--- src/rtl/el_tomasulo_pkg.sv ---
// el_tomasulo_pkg: shared sequencer state encoding and default address width
package el_tomasulo_pkg;

    localparam int ADDR_W_DEF = 5;

    typedef enum logic [1:0] {
        IDLE,
        FETCH,
        REDIRECT,
        DONE
    } state_e;

endpackage

--- src/rtl/fetch_pc_sequencer.sv ---
// fetch_pc_sequencer: program-address generator with back-pressure, redirects and end-of-program halt
// Ports: CLK (state updates on negedge), CLR_N (async active-low reset), start, queue_ready,
//        redirect_valid, redirect_addr -> addr_out, addr_valid (FETCH), halted (DONE), wrapped.
// Build option: define PC_WRAP_EN to wrap from MAX_ADDR back to RESET_ADDR instead of halting.
module fetch_pc_sequencer
    import el_tomasulo_pkg::*;
#(
    parameter int                ADDR_W     = ADDR_W_DEF,
    parameter logic [ADDR_W-1:0] STEP       = ADDR_W'(1),
    parameter logic [ADDR_W-1:0] RESET_ADDR = '0,
    parameter logic [ADDR_W-1:0] MAX_ADDR   = {ADDR_W{1'b1}}
) (
    input  logic              CLK,
    input  logic              CLR_N,
    input  logic              start,
    input  logic              queue_ready,
    input  logic              redirect_valid,
    input  logic [ADDR_W-1:0] redirect_addr,
    output logic [ADDR_W-1:0] addr_out,
    output logic              addr_valid,
    output logic              halted,
    output logic              wrapped
);

    state_e            state_q, state_d;
    logic [ADDR_W-1:0] addr_q, addr_d;
    logic              wrapped_q, wrapped_d;
    logic [ADDR_W:0]   sum;

    // One extra bit so a step past MAX_ADDR is detected instead of silently wrapping.
    assign sum = {1'b0, addr_q} + {1'b0, STEP};

    always_comb begin
        state_d   = state_q;
        addr_d    = addr_q;
        wrapped_d = 1'b0;
        if (state_q == IDLE) begin
            if (start) begin
                state_d = FETCH;
                addr_d  = RESET_ADDR;
            end
        end else if (redirect_valid) begin
            addr_d  = redirect_addr;
            state_d = (redirect_addr > MAX_ADDR) ? DONE : REDIRECT;
        end else if (state_q == REDIRECT) begin
            state_d = FETCH;
        end else if (state_q == FETCH && queue_ready) begin
            if (addr_q == MAX_ADDR) begin
`ifdef PC_WRAP_EN
                addr_d    = RESET_ADDR;
                wrapped_d = 1'b1;
`else
                state_d   = DONE;
`endif
            end else if (sum > {1'b0, MAX_ADDR}) begin
                state_d = DONE;
            end else begin
                addr_d = sum[ADDR_W-1:0];
            end
        end else if (state_q == DONE && start) begin
            state_d = FETCH;
            addr_d  = RESET_ADDR;
        end
    end

    always_ff @(negedge CLK or negedge CLR_N) begin
        if (!CLR_N) begin
            state_q   <= IDLE;
            addr_q    <= RESET_ADDR;
            wrapped_q <= 1'b0;
        end else begin
            state_q   <= state_d;
            addr_q    <= addr_d;
            wrapped_q <= wrapped_d;
        end
    end

    assign addr_out   = addr_q;
    assign addr_valid = (state_q == FETCH);
    assign halted     = (state_q == DONE);
    assign wrapped    = wrapped_q;

endmodule
--- config.mk ---
export PLATFORM = sky130hd
export DESIGN_NAME = fetch_pc_sequencer
export DESIGN_NICKNAME = d
export VERILOG_FILES = /design/src/rtl/el_tomasulo_pkg.sv /design/src/rtl/fetch_pc_sequencer.sv
export SDC_FILE = /design/constraint.sdc
export NUM_CORES = 1
export LEC_CHECK = 0
export CELL_PAD_IN_SITES_DETAIL_PLACEMENT = 2
export CELL_PAD_IN_SITES_GLOBAL_PLACEMENT = 2
export CORE_MARGIN = 2
export CORE_UTILIZATION = 25
export DETAILED_ROUTE_END_ITERATION = 12
export GPL_TIMING_DRIVEN = 0
export PLACE_DENSITY_LB_ADDON = 0.1
export SLEW_MARGIN = 5
export SYNTH_ARGS = -nofsm -noshare
export SYNTH_HDL_FRONTEND = slang
export SYNTH_SLANG_ARGS = --single-unit
--- constraint.sdc ---
create_clock -name CLK -period 2.4 [get_ports CLK]
set_input_delay 0.24 -clock CLK [delete_from_list [all_inputs] [get_ports CLK]]
set_output_delay 0.24 -clock CLK [all_outputs]
set_load 0.005 [all_outputs]
# [Word level (Yosys, flattened, before mapping)]
# Cells that the tools add are included.
[totals] ff_bits=7 out_inout_bits=8 wordCells=38
[op_classes] add_sub_neg=1 n_lt_le_gt_ge=2 eq_ne=9 mux=17 n_reduce_logical=7
[op_table] op="2-to-1 mux 5 bit" count=8
[op_table] op="2-to-1 mux 2 bit" count=8
[op_table] op="inequality test 4 bit (second input constant)" count=2
[op_table] op="adder 5 x 1 -> 6 bit (second input constant)" count=1
[op_table] op="> comparator 6 x 5 -> 1 bit (second input constant)" count=1
[op_table] op="inequality test 6 x 4 -> 1 bit (second input constant)" count=1
[op_table] op="== test 5 bit (second input constant)" count=1
[op_table] op="> comparator 5 bit (second input constant)" count=1
[op_table] op="AND reduction 5 bit" count=1
[op_table] op="nonzero test 5 bit" count=1
[op_table] op="== test 2 bit (second input constant)" count=2
[op_table] op="nonzero test 4 bit" count=1
[op_table] op="inequality test 3 bit (second input constant)" count=1
[op_table] op="AND reduction 3 bit" count=1
[op_table] op="== test 2 x 1 -> 1 bit (second input constant)" count=1
[op_table] op="logical AND 1 bit" count=2
[op_table] op="zero test 2 bit" count=1
[op_table] op="inequality test 2 bit (second input constant)" count=1
[op_table] op="2-to-1 mux 1 bit" count=1

# [Logic depth before layout (Yosys ltp)]
[depth] depth_word=8 depth_mapped=6 ltp_nobuf=6

==> impl_results.md <==
* Worst Clk Skew at 0.00713 ns
* CTS buffer count at 3
* Critical path class: register to output pin
* Buf/Inv on CP at 3
* Arrival time at the worst endpoint at 2.29 ns
* Routed wire length per instance at 14.9 um
* Busiest layer in global routing: met2
* Final #Nets at 108
* Total power draw at 0.948 mW
* Met1 usage at 0.181
* Clk_lat worst skew at 0.27 ns
* Crit path max fanout at 9
* Vias in the first global route at 687
* Fin. max-slew vios at 0
* VDD IR max at 0.322 mV
* Clock root buffer: clkbuf_4
* Final cell count without fillers at 123
* CP dominant cell by count: buf_6
* # rows at 17
* Area growth, synth to finish at 60.9%
* Commonest non-fill, non-tap cell in the layout: buf_4
* DP HPWL at 1280 um
* Hold Path Cell Cnt at 2
* Clock Pin Slew Worst Setup and Hold Paths at 0.05 ns
* Worst Setup Slack, final at -0.132 ns
* Die area at 2640 um^2
* Crit path required time at 2.16 ns
* First-pass GRT wire length at 3130 um
* Status: finished, violations left
* Core ar. at 2170 um^2
* DRT Wirelength at 1830 um
* Design area at 902 um^2
* Syn Inst Count at 64
* Top Family by Delay on Critical Path: flip-flops
* Starting DRT DRC Count at 2
* Initial antenna violation count at 0
* Final count of negative-setup-slack endpoints at 2
* Reg2reg start: addr_out[1]
* CP Capture Type: output pin
* Worst path depth at 4
* Antenna diodes at 0
* Largest net degree at the start of global routing at 10
* Sequential element share of the synthesized area at 0.313
* H-tree Lvls at 1
* GRT met3 Usage at 0.0175
* Chip height at 51.4 um
* Fill count at 268
* Fraction of layout cells with a size suffix above 1 at 0.337
* 1st-pass router iterations at 4
* Gr usage total at 0.170
* Grt met2 use at 0.303
* Final core occ at 0.416
* Reg2reg setup slack at 0.39 ns
* Ys Warns at 0
* RSZ-0062 raised after global routing: yes
* Synth Register Bits at 7
* Reg-to-Reg End: addr_out[1]
* Critical-path top delay cell: dfrtn_1
* Port buffer count at 15
* Post-Syn Area at 561 um^2
* Max Cap Viol at 0
* Synth Net Count at 76
* Cell Chain, Critical Path: buf_6 > buf_6 > nor2b_4 > buf_2
* Syn Area/Cell at 8.76 um^2
* Antenna viol nets, final at 0
* Worst Setup EP: addr_valid
* Most frequent cells in the layout: buf_4 (12), nand2_1 (9), dfrtn_1 (7)
* GP Congestion at 0.774
* Cell variety after synth at 32
* Grt total ovfl at 0
* Failing checks: negative setup slack
* Synth top area cells: dfrtn_1 (31%), nand2_1 (6.7%), o211ai_1 (5.4%)
* CP Launch Type: register
* Hold_sp: addr_out[1]
* Cell count of the worst reg-to-reg path at 7
* # clock sinks at 7
* Final hold vios at 0
* Area leader, netlist: dfrtn_1
* Die X at 51.4 um
* Vias at 640
* Max stage delay on crit path at 0.43 ns
* Setup crit start: state_q[1]
* Yosys top cell area share at 0.313
* CTS tree: done
* Setup Total Neg Slack at -0.198 ns
* Min-delay worst type: register to register
* Placed Cells at 107
* Hold-fix buffers at CTS at 0
* Initial core utilization at 0.258
* Clock buffer depth at 2
* LEAKAGE at 0.413 nW
* Vias/cell at 5.20
* Post-route DRC at 0
* # IOs at 18
* Area after DPL at 769 um^2
* Pwr/cell area at 1050 nW/um^2
[synthesized netlist by cell type, drive strengths merged]
cell and count:
conb 1, a21bo 1, nand4 2, clkbuf 1
ha 2, a32o 1, and3 2, and2 1
a21oi 4, o211ai 4, o21ai 1, and4bb 1
mux2 1, nand3b 1, inv 1, nand4b 1
a211oi 1, nor2 3, dfrtn 7, nand2 10
o31ai 1, a31oi 4, nor2b 1, nand2b 1
a311oi 1, nor4b 1, nand3 2, nor3 2
buf 3, nor3b 1, a31o 1
[where the power goes]
part | switching [mW] | total (mW) | internal (mW) | leakage [nW]
Sequential | 0.0349 | 0.209 | 0.174 | 0.0882
Clock | 0.0503 | 0.114 | 0.0639 | 0.0150
Combinational | 0.283 | 0.625 | 0.342 | 0.310
Total | 0.368 | 0.948 | 0.580 | 0.413
[cell families (layout without fill, tap and decap cells)]
group | count (synthesis) | count (layout) | synth area share
buffers and inverters | 5 | 36 | 0.0491
AOI/OAI and AO/OA | 19 | 19 | 0.268
other | 1 | 1 | 0.00669
and+or+nand+nor | 29 | 29 | 0.292
adders and majority gates | 2 | 2 | 0.0446
muxes | 1 | 1 | 0.0268
DFF | 7 | 7 | 0.313
[worst min path at each step]
| stage | endpoint | slack, ns |
|---|---|---|
| after global routing | addr_out[1] | 0.62 |
| after detailed placement | addr_out[1] | 0.57 |
| after floorplan | state_q[0] | 0.54 |
| after global placement | addr_out[1] | 0.56 |
| final | addr_out[1] | 0.59 |
| after CTS | addr_out[1] | 0.59 |
[flip-flops by register name (all words and copies together), names as in the netlist]
register and count:
addr_out 5, state_q 2
[area by class of cell]
cell class	instances	area, um^2	share of cell area
Inverter	1	6.26	0.00693
Tap cell	28	35.0	0.0388
Buffer	3	38.8	0.0430
Clock buffer	4	26.3	0.0291
Multi-Input combinational cell	52	384	0.426
Sequential cell	7	175	0.194
Timing Repair Buffer	28	236	0.262
[routing by layer]
metal  part of all wire  vias up
li1                   -      302
met1               0.42      319
met2               0.51       15
met3              0.037        4
met4              0.031        0
met5                  0        -
[worst register-to-register path, stage by stage, from the launching register on]
cell,delay [ns]
dfrtn_1,0.35
buf_4,0.15
ha_1,0.20
and3_1,0.20
ha_1,0.25
a31o_1,0.23
a21bo_1,0.18
mux2_4,0.29
[what timing repair did]
item / 4_1_cts / 5_1_grt
pin swaps: 3 / 0
setup endpoints to repair: 12 / 4
resized for setup: 31 / 3
buffers inserted: 12 / 1
[per-stage QoR]
stage          setup slack, ns  hold WS (ns)
2_1_floorplan           -0.273         0.542
3_3_place_gp            -0.910         0.561
3_5_place_dp            -0.933         0.573
4_1_cts                 -0.185         0.591
5_1_grt                 -0.173         0.620
6_report                -0.132         0.595
Power figures use the tool's default switching activity.
